**config.mk**
```make
export PLATFORM = sky130hd
export DESIGN_NAME = wide_add_sequencer_flat
export DESIGN_NICKNAME = d
export VERILOG_FILES = /design/src/rtl/wide_add_sequencer_if.sv /design/src/rtl/wide_add_sequencer.sv /design/src/flat_wrapper.sv
export SDC_FILE = /design/constraint.sdc
export NUM_CORES = 1
export LEC_CHECK = 0
export CELL_PAD_IN_SITES_DETAIL_PLACEMENT = 1
export CELL_PAD_IN_SITES_GLOBAL_PLACEMENT = 2
export CORE_MARGIN = 10
export CORE_UTILIZATION = 37
export CTS_BUF_LIST = sky130_fd_sc_hd__clkbuf_4 sky130_fd_sc_hd__clkbuf_8
export DETAILED_ROUTE_END_ITERATION = 8
export PLACE_DENSITY_LB_ADDON = 0.3
export SKIP_CTS_REPAIR_TIMING = 1
export SYNTH_ARGS = -nofsm -noshare
export SYNTH_HDL_FRONTEND = slang
export SYNTH_HIERARCHICAL = 1
export SYNTH_SLANG_ARGS = --single-unit
export TNS_END_PERCENT = 10
```
**constraint.sdc**
```tcl
create_clock -name clk -period 17.4 [get_ports clk]
set_input_delay 3.48 -clock clk [delete_from_list [all_inputs] [get_ports clk]]
set_output_delay 3.48 -clock clk [all_outputs]
set_load 0.05 [all_outputs]
```
**src/rtl/wide_add_sequencer_if.sv**
```systemverilog
// Requester-side bundle for the wide add/subtract sequencer.
interface wide_add_sequencer_if #(
   parameter int WORDS = 4
);
   logic                  start;
   logic                  sub;
   logic [32*WORDS-1:0]   a;
   logic [32*WORDS-1:0]   b;
   logic                  busy;
   logic                  done;
   logic [32*WORDS-1:0]   result;
   logic                  cout;
   logic                  ovf;

   modport master (
      output start, sub, a, b,
      input  busy, done, result, cout, ovf
   );

   modport slave (
      input  start, sub, a, b,
      output busy, done, result, cout, ovf
   );
endinterface

```
**src/rtl/wide_add_sequencer.sv**
```systemverilog
// 32*WORDS-bit add/sub built from one 32-bit CLA, one word per clock,
// least-significant word first with the carry held between words.
module addthirtytwobit (
   input  logic [31:0] i_a,
   input  logic [31:0] i_b,
   input  logic        i_cin,
   output logic [31:0] o_sum,
   output logic        o_cout
);
   always_comb begin
      logic [31:0] g;
      logic [31:0] p;
      logic [32:0] c;
      logic [7:0]  gg;
      logic [7:0]  gp;
      g  = i_a & i_b;
      p  = i_a ^ i_b;
      c  = '0;
      gg = '0;
      gp = '0;
      for (int j = 0; j < 8; j++) begin
         gp[j] = &p[4*j +: 4];
         gg[j] = g[4*j+3]
               | (p[4*j+3] & g[4*j+2])
               | (p[4*j+3] & p[4*j+2] & g[4*j+1])
               | (&p[4*j+1 +: 3] & g[4*j]);
      end
      c[0] = i_cin;
      // group carries look ahead; bits inside a nibble ripple
      for (int j = 0; j < 8; j++) begin
         c[4*j+4] = gg[j] | (gp[j] & c[4*j]);
         for (int k = 1; k < 4; k++)
            c[4*j+k] = g[4*j+k-1] | (p[4*j+k-1] & c[4*j+k-1]);
      end
      o_sum  = p ^ c[31:0];
      o_cout = c[32];
   end
endmodule

module wide_add_sequencer #(
   parameter int WORDS = 4
) (
   input  logic                 clk,
   input  logic                 rst,
   wide_add_sequencer_if.slave  bus
);
   localparam int IW = (WORDS > 1) ? $clog2(WORDS) : 1;
   localparam int N  = 32 * WORDS;

   typedef enum logic [1:0] {
      S_IDLE,
      S_RUN,
      S_DONE
   } state_t;

   state_t          r_state;
   state_t          w_next;
   logic [IW-1:0]   r_idx;
   logic            r_carry;
   logic            r_sub;
   logic [N-1:0]    r_a;
   logic [N-1:0]    r_b;
   logic [N-1:0]    r_result;
   logic            r_cout;
   logic            r_ovf;

   logic            w_accept;
   logic            w_last;
   logic [31:0]     w_aw;
   logic [31:0]     w_bw;
   logic [31:0]     w_sum;
   logic            w_co;

   assign w_accept = bus.start && (r_state != S_RUN);
   assign w_last   = (r_idx == IW'(WORDS - 1));
   assign w_aw     = r_a[32*r_idx +: 32];
   assign w_bw     = r_b[32*r_idx +: 32] ^ {32{r_sub}};

   addthirtytwobit u_add (
      .i_a    (w_aw),
      .i_b    (w_bw),
      .i_cin  (r_carry),
      .o_sum  (w_sum),
      .o_cout (w_co)
   );

   always_ff @(posedge clk or posedge rst) begin
      if (rst) r_state <= S_IDLE;
      else     r_state <= w_next;
   end

   always_comb begin
      w_next = r_state;
      unique case (r_state)
         S_IDLE:  if (bus.start) w_next = S_RUN;
         S_RUN:   if (w_last)    w_next = S_DONE;
         S_DONE:  w_next = bus.start ? S_RUN : S_IDLE;
         default: w_next = S_IDLE;
      endcase
   end

   always_ff @(posedge clk or posedge rst) begin
      if (rst) begin
         r_idx    <= '0;
         r_carry  <= 1'b0;
         r_sub    <= 1'b0;
         r_a      <= '0;
         r_b      <= '0;
         r_result <= '0;
         r_cout   <= 1'b0;
         r_ovf    <= 1'b0;
      end else if (w_accept) begin
         r_a     <= bus.a;
         r_b     <= bus.b;
         r_sub   <= bus.sub;
         r_idx   <= '0;
         r_carry <= bus.sub;
      end else if (r_state == S_RUN) begin
         r_result[32*r_idx +: 32] <= w_sum;
         r_carry <= w_co;
         if (w_last) begin
            r_cout <= w_co;
            // carry into bit 31 xor carry out of bit 31
            r_ovf  <= (w_aw[31] ^ w_bw[31] ^ w_sum[31]) ^ w_co;
         end else begin
            r_idx <= r_idx + 1'b1;
         end
      end
   end

   assign bus.busy   = (r_state == S_RUN);
   assign bus.done   = (r_state == S_DONE);
   assign bus.result = r_result;
   assign bus.cout   = r_cout;
   assign bus.ovf    = r_ovf;
endmodule

```
**src/flat_wrapper.sv**
```systemverilog
// flat-port wrapper written by rule: the top's interface ports become plain ports
module wide_add_sequencer_flat 
#(
   parameter int WORDS = 4
)
  (clk, rst, bus_start, bus_sub, bus_a, bus_b, bus_busy, bus_done, bus_result, bus_cout, bus_ovf);
  wide_add_sequencer_if #(.WORDS(WORDS)) bus_i ();
  input  logic clk;
  input  logic rst;
  input wire logic [$bits(bus_i.start)-1:0] bus_start;
  input wire logic [$bits(bus_i.sub)-1:0] bus_sub;
  input wire logic [$bits(bus_i.a)-1:0] bus_a;
  input wire logic [$bits(bus_i.b)-1:0] bus_b;
  output wire logic [$bits(bus_i.busy)-1:0] bus_busy;
  output wire logic [$bits(bus_i.done)-1:0] bus_done;
  output wire logic [$bits(bus_i.result)-1:0] bus_result;
  output wire logic [$bits(bus_i.cout)-1:0] bus_cout;
  output wire logic [$bits(bus_i.ovf)-1:0] bus_ovf;
  assign bus_i.start = bus_start;
  assign bus_i.sub = bus_sub;
  assign bus_i.a = bus_a;
  assign bus_i.b = bus_b;
  assign bus_busy = bus_i.busy;
  assign bus_done = bus_i.done;
  assign bus_result = bus_i.result;
  assign bus_cout = bus_i.cout;
  assign bus_ovf = bus_i.ovf;
  wide_add_sequencer #(.WORDS(WORDS)) u_core (.clk(clk), .rst(rst), .bus(bus_i));
endmodule
```
Word level (Yosys, flattened, before mapping) --
Cells that the tools add are included. W data, S select, Z words.
Word-level totals: bits in registers 392, bits of input ports 260, output and inout bits 132
Cells by class: $add $sub $neg 2, equal/unequal tests 7, shifts and indexed selects 4, mux-type cells 10, bitwise gates (word level) 128, reduce and logical (&&, ||, !) cells 23
Operator list (number):
- $shiftx A128 B8 Y32 | 2
- $bwmux W128 | 1
- $shift A32 B34 Y128 const A | 1
- $shiftx A32 B34 Y128 | 1
- $xor A32 B32 Y32 | 3
- $and A1 B1 Y1 | 64
- $or A1 B1 Y1 | 56
- $neg A7 Y34 | 1
- $and A32 B32 Y32 | 1
- $reduce_and A4 Y1 | 8
- $reduce_and A3 Y1 | 9
- $mux W2 | 5
- $ne A2 B1 Y1 const B | 3
- $pmux W2 S3 | 1
- $reduce_and A2 Y1 | 3
- $eq A2 B2 Y1 const B | 2
- $mux W1 | 3
- $xor A1 B1 Y1 | 3
- $add A2 B1 Y2 const B | 1
- $eq A2 B1 Y1 const B | 1
- $logic_not A2 Y1 | 1
- $ne A2 B2 Y1 const B | 1
- $reduce_bool A2 Y1 | 1
- $logic_and A1 B1 Y1 | 1
- $not A1 Y1 | 1

Longest topological paths before layout --
depth after elaboration 29, mapped depth 19, mapped depth without buffers 16

By module --
The synthesis kept the hierarchy.
By module, submodules not included:
- wide_add_sequencer | instances 1, cells an instance 984, area an instance 16206.8 sq um
- addthirtytwobit | instances 1, cells an instance 140, area an instance 1396.3 sq um

Worst setup path before layout --
No wires, ideal clock.
kind flip-flop to flip-flop, start register u_core.r_idx[0], end register u_core.r_ovf, in the netlist u_core/bus.ovf, library setup time 0.125 ns, arrival time 4.825 ns, slack 12.450 ns, cell stages (with the launch flop) 19, buffers on the path 3, clock period less this slack 4.950 ns, cell sequence dfrtp_1 -> buf_6 -> buf_2 -> buf_2 -> mux4_2 -> ha_1 -> a21oi_1 -> o211ai_2 -> nor3_2 -> a31o_1 -> nand2b_1 -> fa_1 -> fa_1 -> fa_1 -> xor2_1 -> xor2_1 -> xnor2_2 -> xnor2_1 -> mux2_2
RTL lines:
- from (decl) | RTL line wide_add_sequencer.sv:58 | logic [IW-1:0] r_idx;
- from (signal assigned) | RTL line wide_add_sequencer.sv:126 | r_idx <= r_idx + 1'b1;
- $shiftx A128 B8 Y32 (*) | RTL line wide_add_sequencer.sv:76 | assign w_aw = r_a[32*r_idx +: 32];
- via u_core.w_aw[17] | RTL line wide_add_sequencer.sv:69 | logic [31:0] w_aw;
- $xor A32 B32 Y32 / $and A32 B32 Y32 (equally long branches) | RTL line wide_add_sequencer.sv:17, wide_add_sequencer.sv:16
- $reduce_and A3 Y1 / $and A1 B1 Y1 (equally long branches) | RTL line wide_add_sequencer.sv:26, wide_add_sequencer.sv:25
- $and A1 B1 Y1 / $or A1 B1 Y1 (equally long branches) | RTL line wide_add_sequencer.sv:26, wide_add_sequencer.sv:25
- $or A1 B1 Y1 | RTL line wide_add_sequencer.sv:26 | | (&p[4*j+1 +: 3] & g[4*j]);
- $or A1 B1 Y1 (*) | RTL line wide_add_sequencer.sv:31 | c[4*j+4] = gg[j] | (gp[j] & c[4*j]);
- $and A1 B1 Y1 (*) | RTL line wide_add_sequencer.sv:31
- [... 4 more ...]
- $or A1 B1 Y1 (*) | RTL line wide_add_sequencer.sv:33 | c[4*j+k] = g[4*j+k-1] | (p[4*j+k-1] & c[4*j+k-1]);
- $and A1 B1 Y1 (*) | RTL line wide_add_sequencer.sv:33
- $or A1 B1 Y1 (*) | RTL line wide_add_sequencer.sv:33
- $and A1 B1 Y1 (*) | RTL line wide_add_sequencer.sv:33
- $or A1 B1 Y1 (*) | RTL line wide_add_sequencer.sv:33
- $xor A32 B32 Y32 (*) | RTL line wide_add_sequencer.sv:35 | o_sum = p ^ c[31:0];
- via u_core.w_sum[31] | RTL line wide_add_sequencer.sv:71 | logic [31:0] w_sum;
- $xor A1 B1 Y1 (*) (2 in series) | RTL line wide_add_sequencer.sv:124 | r_ovf <= (w_aw[31] ^ w_bw[31] ^ w_sum[31]) ^ w_co;
- to (signal assigned) | RTL line wide_add_sequencer.sv:124
- to (decl) | RTL line wide_add_sequencer.sv:65 | logic r_ovf;
Mark *: on every way through the listed nets, which the timed path passes. The rest lies on a longest branch. A chain may end at the register's enable or synchronous reset.

Final worst setup path --
start register u_core.r_idx[0], end register u_core.r_ovf, in the netlist u_core/bus.ovf
RTL lines:
- $shiftx A128 B8 Y32 (*) | RTL line wide_add_sequencer.sv:77 | assign w_bw = r_b[32*r_idx +: 32] ^ {32{r_sub}};
- $xor A32 B32 Y32 (*) | RTL line wide_add_sequencer.sv:77
- via u_core.w_bw[25] | RTL line wide_add_sequencer.sv:70 | logic [31:0] w_bw;
- $xor A32 B32 Y32 / $and A32 B32 Y32 (equally long branches) | RTL line wide_add_sequencer.sv:17, wide_add_sequencer.sv:16
- $reduce_and A3 Y1 / $and A1 B1 Y1 (equally long branches) | RTL line wide_add_sequencer.sv:26, wide_add_sequencer.sv:25
- $and A1 B1 Y1 / $or A1 B1 Y1 (equally long branches) | RTL line wide_add_sequencer.sv:26, wide_add_sequencer.sv:25
- $or A1 B1 Y1 | RTL line wide_add_sequencer.sv:26
- $or A1 B1 Y1 (*) | RTL line wide_add_sequencer.sv:31
- $and A1 B1 Y1 (*) | RTL line wide_add_sequencer.sv:33
- $or A1 B1 Y1 (*) | RTL line wide_add_sequencer.sv:33
- $and A1 B1 Y1 (*) | RTL line wide_add_sequencer.sv:33
- $or A1 B1 Y1 (*) | RTL line wide_add_sequencer.sv:33
- $and A1 B1 Y1 (*) | RTL line wide_add_sequencer.sv:33
- $or A1 B1 Y1 (*) | RTL line wide_add_sequencer.sv:33
- $xor A32 B32 Y32 (*) | RTL line wide_add_sequencer.sv:35
- via u_core.w_sum[31] | RTL line wide_add_sequencer.sv:71
- $xor A1 B1 Y1 (*) (2 in series) | RTL line wide_add_sequencer.sv:124
Marks and branches as above.

==> results.sh <==
export IMPL_root_buffer="clkbuf_8"
export IMPL_synth_xor_area_share_pct=2.18
export IMPL_place_congestion=0.779
export IMPL_post_route_period_util_pct=36.1
export IMPL_grt_ovfl_total=0
export IMPL_drv_slew=0
export IMPL_syn_area_um2=17600
export IMPL_synth_cell_types=51
export IMPL_dieWidth_um=238
export IMPL_port_buffers=391
export IMPL_yosys_area_share_simple_pct=1.63
export IMPL_synth_edff_count=0
export IMPL_cp_cell_sequence="buf_4 > mux4_2 > xor2_1 > ha_1 > and3_1 > a221oi_1 > o21ai_1 > nand2b_1 > fa_1 > fa_1 > fa_1 > xor2_1 > xor2_1 > xnor2_2 > xnor2_1 > mux2_2"
export IMPL_fp_dieH_um=238
export IMPL_avgSynthCellArea_um2=15.7
export IMPL_tightest_slew_ps=1040
export IMPL_r2r_start="u_core/r_idx[0]"
export IMPL_setup_worst_path_class="reg -> reg"
export IMPL_drive_above_1_share_pct=30.4
export IMPL_min_to="u_core/r_a[110]"
export IMPL_cts_clk_slew_worst_paths_ps=60
export IMPL_cts_max_level=3
export IMPL_async_flop_share_pct=100
export IMPL_worst_setup_path_end_kind="flop"
export IMPL_synth_seq_cells=392
export IMPL_dieArea_um2=56700
export IMPL_relSlewSlack_pct=30.9
export IMPL_dr_first_iter_drc_count=659
export IMPL_coreArea_um2=46800
export IMPL_path_max_fanout=43
export IMPL_syn_nets=1445
export IMPL_fill_cells=4642
export IMPL_numCtsBuffers=69
export IMPL_routedWlPerCell_um=25.0
export IMPL_synth_top_family_by_area="multiplexers"
export IMPL_finalClockSkew_ps=22.5
export IMPL_nNetsFinal=1855
export IMPL_slowest_delay_ps=910
export IMPL_holdPathStages=1
export IMPL_grt_pass1_wl_um=83900
export IMPL_fin_util_pct=50.5
export IMPL_gr_usage_all_layers_pct=19.4
export IMPL_start_util_pct=37.7
export IMPL_syn_inst=1124
export IMPL_synthToLayoutAreaGrowth_pct=34.1
export IMPL_setup_viol=0
export IMPL_viasPerCell=5.21
export IMPL_cp_slowest_cell="dfrtp_4"
export IMPL_rrSetupSlack_ps=11120
export IMPL_cts_max_path_buffers=3
export IMPL_start_kind="flop"
export IMPL_min_path_type="reg -> reg"
export IMPL_crit_reg2reg_capture="u_core/bus.ovf"
export IMPL_fin_setup_tns_ps=0
export IMPL_dpl_hpwl_um=41000
export IMPL_status="finished, final reports clean"
export IMPL_totalWireLength_um=55000
export IMPL_clock_sinks=392
export IMPL_synth_fa_ha_area_share_pct=5.36
export IMPL_synth_compound_area_share_pct=7.73
export IMPL_yosysWarningCount=6
export IMPL_holdCritStartpoint="u_core/r_a[110]"
export IMPL_antenna_found_initial=12
export IMPL_vias=11500
export IMPL_worstPathRequired_ps=17920
export IMPL_finalCriticalPeriod_ps=6280
export IMPL_core_rowCount=79
export IMPL_drv_cap=0
export IMPL_synthFlopType="dfrtp_1"
export IMPL_ant_nets=0
export IMPL_grt_pass1_vias=13000
export IMPL_yosysSeqAreaShare_pct=55.7
export IMPL_ios=392
export IMPL_muxShareOfSynthArea_pct=24.9
export IMPL_clk_latency_ps=640
export IMPL_arrival_ps=6800
export IMPL_max_freq_mhz=159
export IMPL_rsz0062_at_grt="false"
export IMPL_grt_max_degree=126
export IMPL_tritoncts="yes"
export IMPL_drcViolationCount=0
export IMPL_dr_pass1_iters=4
export IMPL_reg2regPathDepth=16
export IMPL_timing_final_hold_violations=0
[synth_stat cells (2+ instances only)]
cell | count | share of area, %
a21o_1 | 5 | 0.21
buf_4 | 6 | 0.26
mux2_2 | 260 | 17
xnor2_1 | 3 | 0.15
nand3_1 | 5 | 0.14
buf_2 | 46 | 1.3
nor3_2 | 2 | 0.11
nor3_1 | 2 | 0.057
o21ai_1 | 3 | 0.085
inv_1 | 24 | 0.51
nand4_1 | 4 | 0.14
dfrtp_1 | 392 | 56
fa_1 | 24 | 2.7
xor2_1 | 39 | 1.9
a22o_1 | 129 | 6.4
ha_1 | 37 | 2.6
o2111ai_1 | 2 | 0.10
nand2b_1 | 3 | 0.11
o21ai_0 | 3 | 0.085
nand2_1 | 8 | 0.17
a21oi_1 | 8 | 0.23
and3_1 | 2 | 0.071
clkbuf_1 | 15 | 0.32
mux4_2 | 64 | 8.2
a21oi_2 | 2 | 0.10
nor2b_1 | 2 | 0.071
nor2_1 | 10 | 0.21
[flip-flops by register name (all words and copies together), names as in the netlist]
register           flops
u_core/r_idx           2
u_core/r_sub           1
u_core/bus.cout        1
u_core/r_carry         1
u_core/r_a           128
u_core/r_state         2
u_core/bus.result    128
u_core/r_b           128
u_core/bus.ovf         1
[worst max path at each step]
| stage | start | end | slack, ps | cells after the start |
|---|---|---|---|---|
| final | u_core/r_idx[0] | u_core/bus.ovf | 11120 | 16 |
| after global placement | bus_start | u_core/r_b[82] | 10980 | 6 |
| after CTS | u_core/r_idx[0] | u_core/bus.ovf | 11060 | 17 |
| after global routing | u_core/r_idx[0] | u_core/bus.ovf | 10730 | 17 |
| after floorplan | rst | u_core/bus.cout | 3020 | 1 |
| after detailed placement | bus_start | u_core/r_b[15] | 10960 | 6 |
[placed cells by master (no fill, tap or decap), types with 9 or more instances in the layout]
cell type        instances
a22o_1                 129
mux2_2                 260
buf_4                   16
clkdlybuf4s50_1        391
clkbuf_4                24
mux4_2                  64
ha_1                    37
xor2_1                  39
dfrtp_1                389
inv_1                   23
clkbuf_8                88
fa_1                    24
nor2_1                   9
[final cells by class]
cell class | count | area [µm²] | share of cell area, %
antenna | 7 | 17.5 | 0.0742
clock buffer | 112 | 1390 | 5.89
clock inverter | 8 | 92.6 | 0.392
inverter | 25 | 101 | 0.429
multi-input combinational | 638 | 7380 | 31.2
sequential | 392 | 9820 | 41.6
tap | 607 | 759 | 3.22
timing repair buffer | 408 | 4050 | 17.2
[metal layers]
metal  track usage [%]  vias up  share of wire [%]
li1                  -     5022                  -
met1              25.4     6049                 44
met2              31.2      300                 48
met3              5.59       74                5.8
met4              4.89       12                1.6
met5                 0        -               0.16
[worst max-delay path, delay by kind of cell, from the launching register on]
family	cells	cell delay [ps]
DFF	1	910
AOI/OAI and AO/OA	2	410
muxes	2	870
buffers and inverters	1	670
adders and majority gates	4	1520
xor gates and xnor gates	5	1280
and+or+nand+nor	2	400
[per-stage QoR]
stage	instances	hold slack, ps	instance area, µm²	worst slack, ps
after floorplan	1124	475	17600	3020
after global placement	2070	484	22100	10980
after global routing	2193	517	23600	10730
after detailed placement	2070	490	22100	10960
final	2197	501	23600	11120
after CTS	2190	507	23600	11060
[cell families (layout without fill, tap and decap cells)]
kind of cell,count (synthesis),count (layout)
AOI/OAI and AO/OA,162,162
DFF,392,392
other,0,7
buffers and inverters,94,553
muxes,325,325
xor gates and xnor gates,43,43
adders and majority gates,61,61
and+or+nand+nor,47,47
Power is not shown: default switching activity piles up to over one toggle a cycle in this logic, so the estimate is an artifact.
